$ cat config.mk
export PLATFORM = sky130hd
export DESIGN_NAME = bp_mc_rx_bridge_flat
export DESIGN_NICKNAME = d
export VERILOG_FILES = /design/src/rtl/bp_mc_rx_bridge_pkg.sv /design/src/rtl/bp_mc_rx_bridge_if.sv /design/src/rtl/bp_mc_rx_bridge_mask_decode.sv /design/src/rtl/bp_mc_rx_bridge.sv /design/src/flat_wrapper.sv
export SDC_FILE = /design/constraint.sdc
export NUM_CORES = 1
export LEC_CHECK = 0
export CORE_AREA = 2 2 139 141
export CTS_CLUSTER_SIZE = 40
export DETAILED_ROUTE_END_ITERATION = 8
export DIE_AREA = 0 0 141 143
export PLACE_DENSITY = 0.66
export SETUP_SLACK_MARGIN = 0.05
export SLEW_MARGIN = 20
export SYNTH_ARGS = -nofsm -noshare
export SYNTH_HDL_FRONTEND = slang
export SYNTH_SLANG_ARGS = --single-unit
$ cat constraint.sdc
create_clock -name clk_i -period 2.2 [get_ports clk_i]
set_input_delay 0.44 -clock clk_i [delete_from_list [all_inputs] [get_ports clk_i]]
set_output_delay 0.44 -clock clk_i [all_outputs]
set_load 0.01 [all_outputs]
$ cat src/rtl/bp_mc_rx_bridge_pkg.sv
// Shared types for the manycore -> BlackParrot RX bridge.
// Holds the local model of BP's uncached memory command/response message,
// the bridge FSM states, and the store-mask decode helper.
package bp_mc_rx_pkg;

    localparam int paddr_width_gp    = 40;
    localparam int cce_data_width_gp = 64;

    typedef enum logic [3:0] {
        e_cce_mem_rd    = 4'd0,
        e_cce_mem_wr    = 4'd1,
        e_cce_mem_uc_rd = 4'd2,
        e_cce_mem_uc_wr = 4'd3
    } bp_cce_mem_cmd_type_e;

    typedef enum logic [2:0] {
        e_mem_size_1 = 3'd0,
        e_mem_size_2 = 3'd1,
        e_mem_size_4 = 3'd2,
        e_mem_size_8 = 3'd3
    } bp_mem_size_e;

    // Store data sits in the low bytes of data, already shifted down to bit 0.
    // payload stands in for the remaining header fields, which this bridge leaves 0.
    typedef struct packed {
        bp_cce_mem_cmd_type_e        msg_type;
        bp_mem_size_e                size;
        logic [paddr_width_gp-1:0]   addr;
        logic [15:0]                 payload;
        logic [cce_data_width_gp-1:0] data;
    } bp_cce_mem_msg_s;

    localparam int cce_mem_msg_width_lp = $bits(bp_cce_mem_msg_s);

    typedef enum logic [2:0] {IDLE, SEND, WAIT, ACK, RET} state_e;

    typedef struct packed {
        bp_mem_size_e size;
        logic [1:0]   offset;
        logic         illegal;
    } mask_dec_s;

    // Only naturally aligned byte, half and word masks map to a BP access;
    // everything else falls back to a full word and is flagged.
    function automatic mask_dec_s mask_to_size(input logic [3:0] mask);
        mask_dec_s r;
        r.size    = e_mem_size_4;
        r.offset  = 2'd0;
        r.illegal = 1'b0;
        case (mask)
            4'b0001: begin r.size = e_mem_size_1; r.offset = 2'd0; end
            4'b0010: begin r.size = e_mem_size_1; r.offset = 2'd1; end
            4'b0100: begin r.size = e_mem_size_1; r.offset = 2'd2; end
            4'b1000: begin r.size = e_mem_size_1; r.offset = 2'd3; end
            4'b0011: begin r.size = e_mem_size_2; r.offset = 2'd0; end
            4'b1100: begin r.size = e_mem_size_2; r.offset = 2'd2; end
            4'b1111: r.size = e_mem_size_4;
            default: r.illegal = 1'b1;
        endcase
        return r;
    endfunction

endpackage

$ cat src/rtl/bp_mc_rx_bridge_if.sv
// Request/response bus of the RX bridge: endpoint in_request group on one
// side, BP uncached I/O command/response on the other.
// slave = the bridge itself, master = the endpoint + BP environment.
interface bp_mc_rx_bridge_if #(
    parameter int mc_data_width_p = 32,
    parameter int mc_addr_width_p = 28
);
    import bp_mc_rx_pkg::*;

    logic                         in_v_i;
    logic [mc_data_width_p-1:0]   in_data_i;
    logic [mc_data_width_p/8-1:0] in_mask_i;
    logic [mc_addr_width_p-1:0]   in_addr_i;
    logic                         in_we_i;
    logic                         in_yumi_o;
    logic [mc_data_width_p-1:0]   returning_data_o;
    logic                         returning_v_o;
    bp_cce_mem_msg_s              io_cmd_o;
    logic                         io_cmd_v_o;
    logic                         io_cmd_yumi_i;
    bp_cce_mem_msg_s              io_resp_i;
    logic                         io_resp_v_i;
    logic                         io_resp_yumi_o;
    logic                         error_o;

    modport slave (
        input  in_v_i, in_data_i, in_mask_i, in_addr_i, in_we_i,
        input  io_cmd_yumi_i, io_resp_i, io_resp_v_i,
        output in_yumi_o, returning_data_o, returning_v_o,
        output io_cmd_o, io_cmd_v_o, io_resp_yumi_o, error_o
    );

    modport master (
        output in_v_i, in_data_i, in_mask_i, in_addr_i, in_we_i,
        output io_cmd_yumi_i, io_resp_i, io_resp_v_i,
        input  in_yumi_o, returning_data_o, returning_v_o,
        input  io_cmd_o, io_cmd_v_o, io_resp_yumi_o, error_o
    );

endinterface

$ cat src/rtl/bp_mc_rx_bridge_mask_decode.sv
// Combinational store byte-mask decode: mask -> BP access size, byte offset
// within the word, and an illegal-mask flag.
module bp_mc_rx_mask_decode
    import bp_mc_rx_pkg::*;
(
    input  logic [3:0] mask,
    output mask_dec_s  dec
);

    // Pure table lookup, shared with the package helper
    always_comb begin
        dec = mask_to_size(mask);
    end

endmodule

$ cat src/rtl/bp_mc_rx_bridge.sv
// Manycore -> BlackParrot RX bridge. Turns each endpoint remote load/store
// into one uncached BP I/O command, waits for BP's response, then acks the
// endpoint and returns the data one cycle later. One request in flight.
// Optional feature: define BP_MC_RX_ADDR_CHECK_EN to reject word addresses
// at or above win_words_p without touching BP (returns 0, sets error_o).
module bp_mc_rx_bridge
    import bp_mc_rx_pkg::*;
#(
    parameter int                        mc_data_width_p = 32,
    parameter int                        mc_addr_width_p = 28,
    parameter logic [paddr_width_gp-1:0] base_paddr_p    = '0
`ifdef BP_MC_RX_ADDR_CHECK_EN
   ,parameter int                        win_words_p     = 2**20
`endif
)(
    input  logic           clk_i,
    input  logic           reset_n_i,
    bp_mc_rx_bridge_if.slave bus
);

    state_e                     state_r, state_n;
    bp_cce_mem_msg_s            cmd_r, cmd_n;
    logic [mc_data_width_p-1:0] resp_word_r, resp_word_n;
    logic                       error_r, error_n;

    mask_dec_s                  dec;
    bp_cce_mem_msg_s            req_cmd;
    logic                       req_illegal;
    logic [1:0]                 req_offset;
    logic [cce_data_width_gp-1:0] lane_data;
    logic                       out_of_win;

    // Only the low data word of a BP response is ever returned to the manycore
    logic unused_resp;
    assign unused_resp = ^bus.io_resp_i[cce_mem_msg_width_lp-1:mc_data_width_p];

    bp_mc_rx_mask_decode u_mask_decode (
        .mask (bus.in_mask_i[3:0]),
        .dec  (dec)
    );

`ifdef BP_MC_RX_ADDR_CHECK_EN
    assign out_of_win = (64'(bus.in_addr_i) >= 64'(win_words_p));
`else
    assign out_of_win = 1'b0;
`endif

    // Build the BP command for the request currently presented by the endpoint
    always_comb begin
        req_cmd     = '0;
        req_illegal = 1'b0;
        req_offset  = 2'd0;
        lane_data   = 64'(bus.in_data_i) >> {dec.offset, 3'b000};
        if (bus.in_we_i) begin
            req_cmd.msg_type = e_cce_mem_uc_wr;
            req_cmd.size     = dec.size;
            req_illegal      = dec.illegal;
            req_offset       = dec.offset;
            case (dec.size)
                e_mem_size_1: req_cmd.data = {56'd0, lane_data[7:0]};
                e_mem_size_2: req_cmd.data = {48'd0, lane_data[15:0]};
                default:      req_cmd.data = 64'(bus.in_data_i);
            endcase
        end else begin
            req_cmd.msg_type = e_cce_mem_uc_rd;
            req_cmd.size     = e_mem_size_4;
        end
        // Wraps silently in paddr width
        req_cmd.addr = base_paddr_p
                     + paddr_width_gp'({bus.in_addr_i, 2'b00})
                     + paddr_width_gp'(req_offset);
    end

    // State, command, response word and sticky error registers
    always_ff @(posedge clk_i or negedge reset_n_i) begin
        if (!reset_n_i) begin
            state_r     <= IDLE;
            cmd_r       <= '0;
            resp_word_r <= '0;
            error_r     <= 1'b0;
        end else begin
            state_r     <= state_n;
            cmd_r       <= cmd_n;
            resp_word_r <= resp_word_n;
            error_r     <= error_n;
        end
    end

    // Next state and handshake outputs; endpoint is acked only after BP answers
    always_comb begin
        state_n              = state_r;
        cmd_n                = cmd_r;
        resp_word_n          = resp_word_r;
        error_n              = error_r;
        bus.in_yumi_o        = 1'b0;
        bus.returning_v_o    = 1'b0;
        bus.returning_data_o = '0;
        bus.io_cmd_v_o       = 1'b0;
        bus.io_resp_yumi_o   = 1'b0;
        case (state_r)
            IDLE: begin
                if (bus.in_v_i) begin
                    if (out_of_win) begin
                        resp_word_n = '0;
                        error_n     = 1'b1;
                        state_n     = ACK;
                    end else begin
                        cmd_n   = req_cmd;
                        error_n = error_r | req_illegal;
                        state_n = SEND;
                    end
                end
            end
            SEND: begin
                bus.io_cmd_v_o = 1'b1;
                if (bus.io_cmd_yumi_i) state_n = WAIT;
            end
            WAIT: begin
                bus.io_resp_yumi_o = bus.io_resp_v_i;
                if (bus.io_resp_v_i) begin
                    resp_word_n = (cmd_r.msg_type == e_cce_mem_uc_wr)
                                ? '0 : bus.io_resp_i.data[mc_data_width_p-1:0];
                    state_n     = ACK;
                end
            end
            ACK: begin
                bus.in_yumi_o = 1'b1;
                state_n       = RET;
            end
            RET: begin
                bus.returning_v_o    = 1'b1;
                bus.returning_data_o = resp_word_r;
                state_n              = IDLE;
            end
            default: state_n = IDLE;
        endcase
    end

    assign bus.io_cmd_o = cmd_r;
    assign bus.error_o  = error_r;

endmodule

$ cat src/flat_wrapper.sv
// flat-port wrapper written by rule: the top's interface ports become plain ports
module bp_mc_rx_bridge_flat import bp_mc_rx_pkg::*;
#(
    parameter int                        mc_data_width_p = 32,
    parameter int                        mc_addr_width_p = 28,
    parameter logic [paddr_width_gp-1:0] base_paddr_p    = '0

)
  (clk_i, reset_n_i, bus_in_v_i, bus_in_data_i, bus_in_mask_i, bus_in_addr_i, bus_in_we_i, bus_io_cmd_yumi_i, bus_io_resp_i, bus_io_resp_v_i, bus_in_yumi_o, bus_returning_data_o, bus_returning_v_o, bus_io_cmd_o, bus_io_cmd_v_o, bus_io_resp_yumi_o, bus_error_o);
  bp_mc_rx_bridge_if #(.mc_data_width_p(mc_data_width_p), .mc_addr_width_p(mc_addr_width_p)) bus_i ();
  input  logic clk_i;
  input  logic reset_n_i;
  input wire logic [$bits(bus_i.in_v_i)-1:0] bus_in_v_i;
  input wire logic [$bits(bus_i.in_data_i)-1:0] bus_in_data_i;
  input wire logic [$bits(bus_i.in_mask_i)-1:0] bus_in_mask_i;
  input wire logic [$bits(bus_i.in_addr_i)-1:0] bus_in_addr_i;
  input wire logic [$bits(bus_i.in_we_i)-1:0] bus_in_we_i;
  input wire logic [$bits(bus_i.io_cmd_yumi_i)-1:0] bus_io_cmd_yumi_i;
  input wire logic [$bits(bus_i.io_resp_i)-1:0] bus_io_resp_i;
  input wire logic [$bits(bus_i.io_resp_v_i)-1:0] bus_io_resp_v_i;
  output wire logic [$bits(bus_i.in_yumi_o)-1:0] bus_in_yumi_o;
  output wire logic [$bits(bus_i.returning_data_o)-1:0] bus_returning_data_o;
  output wire logic [$bits(bus_i.returning_v_o)-1:0] bus_returning_v_o;
  output wire logic [$bits(bus_i.io_cmd_o)-1:0] bus_io_cmd_o;
  output wire logic [$bits(bus_i.io_cmd_v_o)-1:0] bus_io_cmd_v_o;
  output wire logic [$bits(bus_i.io_resp_yumi_o)-1:0] bus_io_resp_yumi_o;
  output wire logic [$bits(bus_i.error_o)-1:0] bus_error_o;
  assign bus_i.in_v_i = bus_in_v_i;
  assign bus_i.in_data_i = bus_in_data_i;
  assign bus_i.in_mask_i = bus_in_mask_i;
  assign bus_i.in_addr_i = bus_in_addr_i;
  assign bus_i.in_we_i = bus_in_we_i;
  assign bus_i.io_cmd_yumi_i = bus_io_cmd_yumi_i;
  assign bus_i.io_resp_i = bus_io_resp_i;
  assign bus_i.io_resp_v_i = bus_io_resp_v_i;
  assign bus_in_yumi_o = bus_i.in_yumi_o;
  assign bus_returning_data_o = bus_i.returning_data_o;
  assign bus_returning_v_o = bus_i.returning_v_o;
  assign bus_io_cmd_o = bus_i.io_cmd_o;
  assign bus_io_cmd_v_o = bus_i.io_cmd_v_o;
  assign bus_io_resp_yumi_o = bus_i.io_resp_yumi_o;
  assign bus_error_o = bus_i.error_o;
  bp_mc_rx_bridge #(.mc_data_width_p(mc_data_width_p), .mc_addr_width_p(mc_addr_width_p), .base_paddr_p(base_paddr_p)) u_core (.clk_i(clk_i), .reset_n_i(reset_n_i), .bus(bus_i));
endmodule
== After elaboration in Yosys (flattened, before gate mapping) ==
Cells that the tools add are included.
W data, S select, Z words.
Cells by class
  add/sub/neg operators: 1
  $mul: 0
  divide/modulo/power cells: 0
  order comparisons: 0
  equality and inequality tests: 16
  shifts and indexed selects: 1
  muxes and demuxes: 18
  bitwise operators: 1
  reductions and logical operators: 9
Operators by type and width (number)
  $mux W32: 3
  $pmux W32 S2: 1
  $shr A32 B5 Y16: 1
  $add A30 B2 Y31: 1
  $eq A4 B2 Y1 const B: 3
  $eq A4 B4 Y1 const B: 3
  $pmux W3 S4: 1
  $mux W3: 3
  $reduce_or A7 Y1: 1
  $eq A3 B2 Y1 const B: 2
  $logic_not A3 Y1: 2
  $mux W1: 6
  $ne A2 B2 Y1 const B: 3
  $pmux W2 S3: 1
  $eq A4 B1 Y1 const B: 1
  $eq A4 B3 Y1 const B: 1
  $mux W4: 1
  $pmux W2 S2: 1
  $reduce_and A2 Y1: 2
  $reduce_or A2 Y1: 2
  $reduce_or A4 Y1: 1
  $eq A3 B1 Y1 const B: 1
  $eq A3 B3 Y1 const B: 1
  $reduce_and A3 Y1: 1
  other kinds (3): 3
Storage, ports and cells
  register bits: 147
  bits in latches: 0
  bits in writable memories: 0
  bits in read-only memories: 0
  input port bits: 197
  output and inout port bits: 164
  logic and storage cells: 53
  memories: 0

== Depth between registers and ports, before layout ==
  depth in word-level cells: 6
  mapped depth: 6
  depth with buffers taken out: 4

== By module ==
Synthesis repeated with hierarchy kept, for this count alone.
Unflattened totals
  cells, all modules: 601
  area, all modules: 5235.0 sq um
By module, submodules not included
  bp_mc_rx_bridge: times used 1, cells an instance 586, area an instance 5122.4 sq um, sequential area each 2577.5 sq um
  bp_mc_rx_mask_decode: times used 1, cells an instance 15, area an instance 112.6 sq um, sequential area each 0.0 sq um

== Least setup slack after synthesis ==
No wires, ideal clock.
  path kind: reg-to-output
  start: register u_core.state_r[1]
  end: output port bus_returning_data_o[22]
  data arrival time: 1.392 ns
  required time: 1.760 ns
  path slack: 0.368 ns
  cell stages (with the launch flop): 5
  buffers on the path: 2
  cell sequence: dfrtp_1 buf_6 nor3b_1 clkbuf_1 and2_1
Between the ends
  cells in the longest elaborated chain, start to end: 2
Ends and longest elaborated chain
  start: declaration: RTL line bp_mc_rx_bridge.sv:21  | state_e state_r, state_n;
  start signal: assignment: RTL line bp_mc_rx_bridge.sv:82  | state_r <= state_n;
  $eq A3 B3 Y1: RTL line bp_mc_rx_bridge.sv:100  | case (state_r)
  $mux W32: RTL line bp_mc_rx_bridge.sv:100
  end: declaration: RTL line flat_wrapper.sv:22  | output wire logic [$bits(bus_i.returning_data_o)-1:0] bus_returning_data_o;
Every way passes these cells.

== Worst setup path in the final report ==
  start: register u_core.state_r[0]
  end: output port bus_returning_data_o[8]
The elaborated chain is that of the path after synthesis.

==> key figures <==
Power
  • Clock power share: 20.3%
  • Comb pwr share: about 43%
  • Int Power: 5.26 mW
  • Pwr Total: a little over 8 mW
  • Leakage: between 3 and 4 nW
  • Peak supply drop: 0.000489 V
  • Share of power burned in registers: approximately 37%
  • Switching Fraction: between 30% and 40%
  • Sw power: 2.93 mW
  • Power Density: roughly 1100 mW/mm^2

STA
  • Max Fclk: slightly below 0.5 GHz
  • Fin Clk Skew: 0.0119 ns
  • Minimum clock period after layout: between 2 and 2.5 ns
  • Setup-failing EPs final: 0
  • Hold Violations, Final: 0
  • RSZ-0062 raised after global routing: false
  • Hold WS: 0.127 ns
  • Final slew viol count: 0
  • Slew HR: 60.8%
  • Worst slew pin tran: ~0.59 ns
  • Crit share post-route: 93.7%

Route
  • Routed length per instance: between 15 and 20 microns
  • DRC Markers: 0
  • Routed vias: 4681
  • Detailed Routing Iterations Pass 1: 4
  • ANT nets after route: 0
  • Vias/cell: 4.51
  • Drt initial violations: approximately 230
  • Post-Route WL: approximately 16000 microns

Clock network
  • Sink Count: 102
  • Root buffer cell: clkbuf_16
  • H-tree Lvls: 3
  • CTS buffer count: 9
  • Worst skew pair latency: 0.35 ns
  • Clock-pin slew on the worst setup and hold paths: ~0.070 ns
  • CTS tree: done
  • Clock buffer depth: 2

Placement
  • Final estimated routing congestion in global placement: 0.814
  • Post-DP HPWL: ~11000 microns
  • Port Buffer Count: about 200

Synth
  • Synth top area cells: dfrtp_1, nand2_1, buf_4
  • Syn. warnings: 0
  • Cells after Synth: roughly 600
  • Synthesized cell area: roughly 0.0052 sq mm
  • Synth top area share: between 40 and 50%
  • Ys async rst share: 100%
  • Netlist cell types: 41
  • Post-synth top cells: nand2_1, dfrtp_1, buf_4, o21ai_0, and2_1
  • Seq/Total Area, Yosys: between 40 and 50%
  • Primary FF master, synth: dfrtp_1
  • Synth Register Bits: around 100
  • Area leader, netlist: dfrtp_1
  • Syn Area/Cell: 8.65 sq um
  • Count leader, synth: nand2_1
  • EDFF count, synth: 0

Die
  • Die Area: just over 0.02 sq mm
  • Rows: 50
  • Die Ht: about 140 microns
  • Starting Density: between 20% and 30%
  • Core area: ~0.019 sq mm
  • Top Ports: approximately 360
  • Die X: around 140 microns

Final layout
  • ANT cells: 0
  • Area Growth Syn to Fin: 46.5%
  • Share of cells above drive strength 1: 9.07%
  • Fill count: about 1900
  • Fin nets: 997

Status
  • Status: finished, final reports clean

Run
  • Max Cap Violations: 0

Critical path
  • Crit-path max FO: 17
  • Kind of critical path: flip-flop to output port
  • WP data required: ~1.8 ns
  • Data arrival time of the worst path: about 1.6 ns
  • Startpoint type of the worst setup path: flip-flop
  • CP endpoint kind: output port
  • R2R setup slack: 0.44 ns

Global route
  • First-pass GRT wire length: between 20000 and 30000 microns
  • Largest net degree at the start of global routing: slightly above 100
  • Initial antenna violation count: 0
  • Total GRT Usage: ~16%
  • Vias in the first global route: between 4000 and 5000
  • GRT Residual Overflow: 0

Min path
  • Min-delay worst type: primary input to asynchronous set/reset pin
==> cell type report <==
type,instances,area [sq um],share of cell area (%)
Clock buffer,9,225,2.97
Clock inverter,7,80.1,1.06
Inverter,4,15.0,0.198
Multi-Input combinational cell,454,2210,29.2
Sequential cell,102,2550,33.7
Tap cell,234,293,3.87
Timing Repair Buffer,229,2200,29.0
==> critical path: stages (launching register included) <==
cell           delay (ns)
dfrtp_1              0.42
nor3b_4              0.26
buf_12               0.18
and2_1               0.14
dlygate4sd2_1        0.28
==> routing by layer <==
layer	global-route usage (%)	routed length, microns	vias to the layer above
met3	5.67	1670	19
met1	20.1	6600	2185
met4	4.84	216	0
met5	0	0	-
li1	-	-	2245
met2	25.8	7290	232
==> worst paths after layout <==
path	start	endpoint	cells after the start
max	u_core.state_r[0]	bus_returning_data_o[8]	4
min	reset_n_i	u_core.resp_word_r[6]	2
max reg2reg	u_core.state_r[0]	u_core.bus.error_o	5
min reg2reg	u_core.resp_word_r[2]	u_core.resp_word_r[2]	2
max in group asynchronous	reset_n_i	u_core.bus.io_cmd_o[97]	2
min in group clk_i	u_core.resp_word_r[2]	u_core.resp_word_r[2]	2
==> power groups by stage <==
stage	clock [mW]	combinational [mW]	sequential, mW
2_1_floorplan	0	1.48	3.27
3_3_place_gp	0	3.52	3.04
4_1_cts	1.73	3.58	3.05
3_5_place_dp	0	3.55	3.07
5_1_grt	1.80	3.92	3.15
6_report	1.66	3.50	3.03
==> cells by family after synthesis <==
family          after synthesis  synth area share, %
compound gates              118                 14.5
other cells                   1               0.0725
xor+xnor                      3                0.508
flops                       102                 49.4
simple gates                272                 22.9
buf+inv                     102                 12.6
==> flip-flops by register name, indices dropped and copies added, names as in the netlist <==
name                 cells
u_core.bus.io_cmd_o     66
u_core.resp_word_r      32
u_core.bus.error_o       1
u_core.state_r           3
==> repair_timing <==
action / 4_1_cts / 5_1_grt
buffers inserted: 2 / 0
cloned: 1 / 0
endpoints found under the setup margin: 35 / 19
gates resized for setup: 56 / 15
pin swaps: 2 / 1
hold buffers: 0 / 0
==> layout by cell type, fill, tap and decap left out, drive strengths merged, types with 21 or more instances in the layout <==
cell / synthesis / final
dlygate4sd2: 0 / 21
buf: 78 / 26
conb: 1 / 61
and2: 33 / 33
nand2: 205 / 205
clkbuf: 20 / 24
o21ai: 61 / 61
dfrtp: 102 / 102
clkdlybuf4s50: 0 / 167
==> stage by stage <==
stage / std cells / setup slack [ns] / cell area [sq um] / utilization (%) / TNS (ns)
3_3_place_gp: 1020 / -0.00129 / 7310 / 39.4 / -0.00129
2_1_floorplan: 658 / 0.368 / 5400 / - / 0
3_5_place_dp: 1020 / 0.000247 / 7310 / 39.4 / 0
6_report: 1039 / 0.139 / 7570 / 40.8 / 0
4_1_cts: 1039 / 0.0627 / 7650 / 41.2 / 0
5_1_grt: 1039 / 0.0521 / 7570 / 40.8 / 0
Power figures use the tool's default switching activity.
